--- config.mk ---
export PLATFORM = sky130hd
export DESIGN_NAME = alu_op_sel_encoder_flat
export DESIGN_NICKNAME = d
export VERILOG_FILES = /design/src/rtl/alu_op_sel_encoder_if.sv /design/src/rtl/alu_op_sel_encoder.sv /design/src/flat_wrapper.sv
export SDC_FILE = /design/constraint.sdc
export NUM_CORES = 1
export LEC_CHECK = 0
export CAP_MARGIN = 20
export CORE_ASPECT_RATIO = 0.7
export CORE_MARGIN = 1.5
export CORE_UTILIZATION = 31
export CTS_CLUSTER_DIAMETER = 60
export CTS_CLUSTER_SIZE = 28
export DETAILED_ROUTE_END_ITERATION = 7
export SYNTH_ARGS = -nofsm -noshare
export SYNTH_HDL_FRONTEND = slang
export SYNTH_SLANG_ARGS = --single-unit
--- constraint.sdc ---
create_clock -name clk -period 5.5 [get_ports clk]
set_input_delay 0.55 -clock clk [delete_from_list [all_inputs] [get_ports clk]]
set_output_delay 0.55 -clock clk [all_outputs]
set_load 0.005 [all_outputs]
--- src/rtl/alu_op_sel_encoder_if.sv ---
// alu_op_sel_encoder_if: opcode handshake and select-pattern bundle
interface alu_op_sel_encoder_if;
    logic       op_valid;
    logic [3:0] op;
    logic       op_ready;
    logic [5:0] sel;
    logic       sel_valid;
    logic       err;
    logic [7:0] err_count;
    modport master (output op_valid, op, input op_ready, sel, sel_valid, err, err_count);
    modport slave (input op_valid, op, output op_ready, sel, sel_valid, err, err_count);
endinterface

--- src/rtl/alu_op_sel_encoder.sv ---
// alu_op_sel_encoder: opcode to one-cold select pattern, held then followed by an idle gap
module alu_op_sel_encoder #(
    parameter int HOLD_CYCLES = 4
) (
    input logic                 clk,
    input logic                 rst,
    alu_op_sel_encoder_if.slave bus
);
    typedef enum logic [1:0] {IDLE, HOLD, GAP} state_t;
    localparam logic [5:0] IDLE_PAT = 6'b011111;
    localparam logic [7:0] LOAD = 8'(HOLD_CYCLES - 1);
    state_t     r_state, w_next;
    logic [5:0] r_sel, w_sel;
    logic       r_sel_valid, w_sel_valid;
    logic       r_err, w_err;
    logic [7:0] r_err_count, w_err_count;
    logic [7:0] r_cnt, w_cnt;
    logic       w_legal, w_xfer;
    logic [5:0] w_enc;
    assign w_legal = bus.op[2:0] <= 3'd4;
    assign w_xfer = bus.op_valid && (r_state == IDLE);
    assign w_enc = {bus.op[3], ~(5'b10000 >> bus.op[2:0])};
    // next state, pattern, counter and error bookkeeping
    always_comb begin
        w_next = r_state;
        w_sel = r_sel;
        w_sel_valid = r_sel_valid;
        w_cnt = r_cnt;
        w_err = w_xfer && !w_legal;
        w_err_count = (w_err && r_err_count != 8'hff) ? r_err_count + 8'd1 : r_err_count;
        if (r_state == IDLE && w_xfer && w_legal) begin
            w_next = HOLD;
            w_sel = w_enc;
            w_sel_valid = 1'b1;
            w_cnt = LOAD;
        end else if (r_state == HOLD) begin
            w_next = (r_cnt == 8'd0) ? GAP : HOLD;
            w_cnt = (r_cnt == 8'd0) ? r_cnt : r_cnt - 8'd1;
            w_sel = (r_cnt == 8'd0) ? IDLE_PAT : r_sel;
            w_sel_valid = r_cnt != 8'd0;
        end else if (r_state == GAP) begin
            w_next = IDLE;
        end
    end
    // state and registered outputs
    always_ff @(posedge clk or posedge rst) begin
        if (rst) begin
            r_state <= IDLE;
            r_sel <= IDLE_PAT;
            r_sel_valid <= 1'b0;
            r_err <= 1'b0;
            r_err_count <= 8'd0;
            r_cnt <= 8'd0;
        end else begin
            r_state <= w_next;
            r_sel <= w_sel;
            r_sel_valid <= w_sel_valid;
            r_err <= w_err;
            r_err_count <= w_err_count;
            r_cnt <= w_cnt;
        end
    end
    assign bus.op_ready = r_state == IDLE;
    assign bus.sel = r_sel;
    assign bus.sel_valid = r_sel_valid;
    assign bus.err = r_err;
    assign bus.err_count = r_err_count;
endmodule

--- src/flat_wrapper.sv ---
// flat-port wrapper written by rule: the top's interface ports become plain ports
module alu_op_sel_encoder_flat 
#(
    parameter int HOLD_CYCLES = 4
)
  (clk, rst, bus_op_valid, bus_op, bus_op_ready, bus_sel, bus_sel_valid, bus_err, bus_err_count);
  alu_op_sel_encoder_if bus_i ();
  input logic clk;
  input logic rst;
  input wire logic [$bits(bus_i.op_valid)-1:0] bus_op_valid;
  input wire logic [$bits(bus_i.op)-1:0] bus_op;
  output wire logic [$bits(bus_i.op_ready)-1:0] bus_op_ready;
  output wire logic [$bits(bus_i.sel)-1:0] bus_sel;
  output wire logic [$bits(bus_i.sel_valid)-1:0] bus_sel_valid;
  output wire logic [$bits(bus_i.err)-1:0] bus_err;
  output wire logic [$bits(bus_i.err_count)-1:0] bus_err_count;
  assign bus_i.op_valid = bus_op_valid;
  assign bus_i.op = bus_op;
  assign bus_op_ready = bus_i.op_ready;
  assign bus_sel = bus_i.sel;
  assign bus_sel_valid = bus_i.sel_valid;
  assign bus_err = bus_i.err;
  assign bus_err_count = bus_i.err_count;
  alu_op_sel_encoder #(.HOLD_CYCLES(HOLD_CYCLES)) u_core (.clk(clk), .rst(rst), .bus(bus_i));
endmodule
==> flow_metrics.tcl <==
set metrics [dict create \
    synthCells 132 \
    timing.final.ws_setup_ns 3.41 \
    drcViolationCount 0 \
    io_pins 24 \
    yosysSeqAreaShare_pct 48.2 \
    slew_headroom_pct 57.3 \
    grt_pass1_wl_um 5260 \
    finalPower_uw 845 \
    critical-path-max-stage-delay_ns 0.55 \
    rsz0062_at_grt "false" \
    synthTopCellsByArea "dfrtp_1, dfstp_2, ha_1, o21ai_0, mux2_2" \
    clockRootBuffer "clkbuf_8" \
    grt_pass1_vias 1083 \
    numPortBuffers 23 \
    wire_per_inst_um 15.3 \
    syn_area_um2 1360 \
    initial_utilization_pct 33.5 \
    ant_nets 0 \
    fmax_ghz 0.477 \
    synth_cell_types 44 \
    die_area_um2 4810 \
    nNetsFinal 170 \
    globalplace.congestion 0.840 \
    crit_slowest_cell "or4b_1" \
    clk_latency_ns 0.27 \
    dieWidth_um 82.3 \
    grt_usage_pct 14.7 \
    syn2layout_area_growth_pct 28.3 \
    tritoncts "built" \
    cts_buffer_depth 2 \
    power.leakage_nw 0.741 \
    outcome "finished clean" \
    synth_nets 143 \
    drt-total-wl_um 3210 \
    numCtsBuffers 3 \
    setup_violations 0 \
    num_vias 1151 \
    grt_max_degree 27 \
    required_ns 5.70 \
    period_minus_slack_ns 2.09 \
    cts.sinks 26 \
    tightest_slew_ns 0.639 \
    final_util_pct 43.1 \
    yosys-top-cells-count "dfrtp_1, o21ai_0" \
    num_antenna_cells 0 \
    async_reset_ff_share_pct 100 \
    drive_above_1_share_pct 10.8 \
    yosysMostFrequentCell "dfrtp_1" \
    cts_max_level 1 \
    syn_area_per_cell_um2 10.3 \
    synth_edf_count 0 \
    drt_iter0_drc 81 \
    core-area_um2 4070 \
    ys_warn_count 0 \
    critical_path.top_delay_family "simple AND/OR/NAND/NOR gates" \
    crit_chain "inv_1 -> ha_1 -> or4b_1 -> or4_1 -> a21oi_1" \
    finalSetupTns_ns 0 \
    hold_path.class "input port to asynchronous set/reset pin" \
    synth_top_flop_cell "dfrtp_1" \
    irDropWorstVdd_mv 0.234 \
    synth_top_cell_by_area "dfrtp_1" \
    via_per_inst 5.48 \
    drt-pass1-iter-count 4 \
    slew_violations 0 \
    fill_cells 378 \
    maxCapViolations 0 \
    grt-ovfl-total 0 \
    antenna_found_initial 0 \
    ctsResizeCount 0 \
    critPathCaptureType "flop" \
    period_share_pct 38.1 \
    critPathLaunchType "flop" \
    path_clk_slew_ns 0.09 \
    die_h_um 58.5 \
    cts_setup_buffers 0 \
    hold_viol 0 \
    finClkSkew_ns 0.00345 \
    arrival_ns 2.30 \
    fp-row-count 19 \
    power_density_nw_per_um2 483 \
    worst-path-buf-inv 1 \
    synth_top_cell_area_share_pct 38.5 \
    worst-path-max-fanout 6 \
    dp_hpwl_um 2340 \
    cts_hold_buffers 0 \
    yosys_register_bits 26 \
    dp_worst_setup_slack_ns 3.27 \
    critPathKind "flop to flop" \
]
[cells by family (layout without fill, tap and decap cells)]
logic type,after synthesis,count (layout),synth area share [%]
AOI/OAI and AO/OA,37,37,18.0
xor gates and xnor gates,2,2,1.28
adders and majority gates,4,4,3.67
buffers and inverters,10,36,2.75
DFF,26,26,48.2
muxes,9,9,7.16
and+or+nand+nor,44,44,19.0
[registers in the layout, indices dropped and copies added, names as in the netlist]
signal / flops
u_core.bus.err_count: 8
u_core.r_cnt: 8
u_core.bus.sel: 6
u_core.r_state: 2
u_core.bus.err: 1
u_core.bus.sel_valid: 1
[placed cells by master (no fill, tap or decap), types with 2 or more instances in the layout]
master and count:
and3b_1 3, a21o_1 2, nand2b_1 2, o21ai_0 9
mux2_1 2, mux2_2 4, clkbuf_8 3, nand3_1 8
mux2i_1 3, a21oi_1 8, a31oi_1 2, nor2b_1 2
nand2_1 8, xnor2_1 2, nand4_1 4, dfrtp_1 21
o21ai_1 2, and3_1 2, ha_1 4, o31a_1 2
and2_1 2, nor2_1 4, inv_1 8, or4_1 2
clkdlybuf4s50_1 23, dfstp_2 5
[metrics by stage]
| stage | std cells | area, um2 | hold WS (ns) |
|---|---|---|---|
| 2_1_floorplan | 132 | 1360 | 0.458 |
| 3_3_place_gp | 205 | 1650 | 0.458 |
| 3_5_place_dp | 205 | 1650 | 0.479 |
| 4_1_cts | 209 | 1720 | 0.495 |
| 5_1_grt | 210 | 1750 | 0.453 |
| 6_report | 210 | 1750 | 0.449 |
[path summary, 6_finish.rpt]
check / from / endpoint / slack (ns) / cells after the start
worst max-delay path: u_core.r_state[1]$_DFFE_PP0P_ / u_core.r_cnt[7]$_DFFE_PP0P_ / 3.41 / 5
worst min-delay path: rst / u_core.bus.err_count[3]$_DFFE_PP0P_ / 0.45 / 2
worst max register to register: u_core.r_state[1]$_DFFE_PP0P_ / u_core.r_cnt[7]$_DFFE_PP0P_ / 3.41 / 5
worst min register to register: u_core.bus.sel[2]$_DFFE_PP1P_ / u_core.bus.sel[2]$_DFFE_PP1P_ / 0.49 / 2
max in group asynchronous: rst / u_core.bus.sel[4]$_DFFE_PP1P_ / 4.61 / 3
min in group clk: u_core.bus.sel[2]$_DFFE_PP1P_ / u_core.bus.sel[2]$_DFFE_PP1P_ / 0.49 / 2
[power by group]
| part | internal, mW | leakage [nW] | switching, mW | total (mW) |
|---|---|---|---|---|
| Sequential | 0.268 | 0.322 | 0.0581 | 0.326 |
| Combinational | 0.191 | 0.384 | 0.169 | 0.360 |
| Clock | 0.0974 | 0.0357 | 0.0623 | 0.160 |
| Total | 0.557 | 0.741 | 0.289 | 0.845 |
[layout make-up]
| class | instances | area [um2] | area share (%) |
|---|---|---|---|
| clock buffer | 3 | 41.3 | 2.36 |
| clock inverter | 1 | 30.0 | 1.72 |
| inverter | 8 | 30.0 | 1.72 |
| multi-input combinational | 96 | 669 | 38.2 |
| sequential | 26 | 657 | 37.5 |
| tap | 52 | 65.1 | 3.72 |
| timing repair buffer | 24 | 258 | 14.7 |
[routing by layer]
metal | vias up | track usage (%) | wire [um]
met4 | 0 | 5.81 | 33
met1 | 551 | 20.6 | 1570
li1 | 548 | - | -
met5 | - | 0 | 0
met2 | 48 | 22.1 | 1420
met3 | 4 | 3.26 | 179
Note: power is estimated with default switching activity, not from simulation.
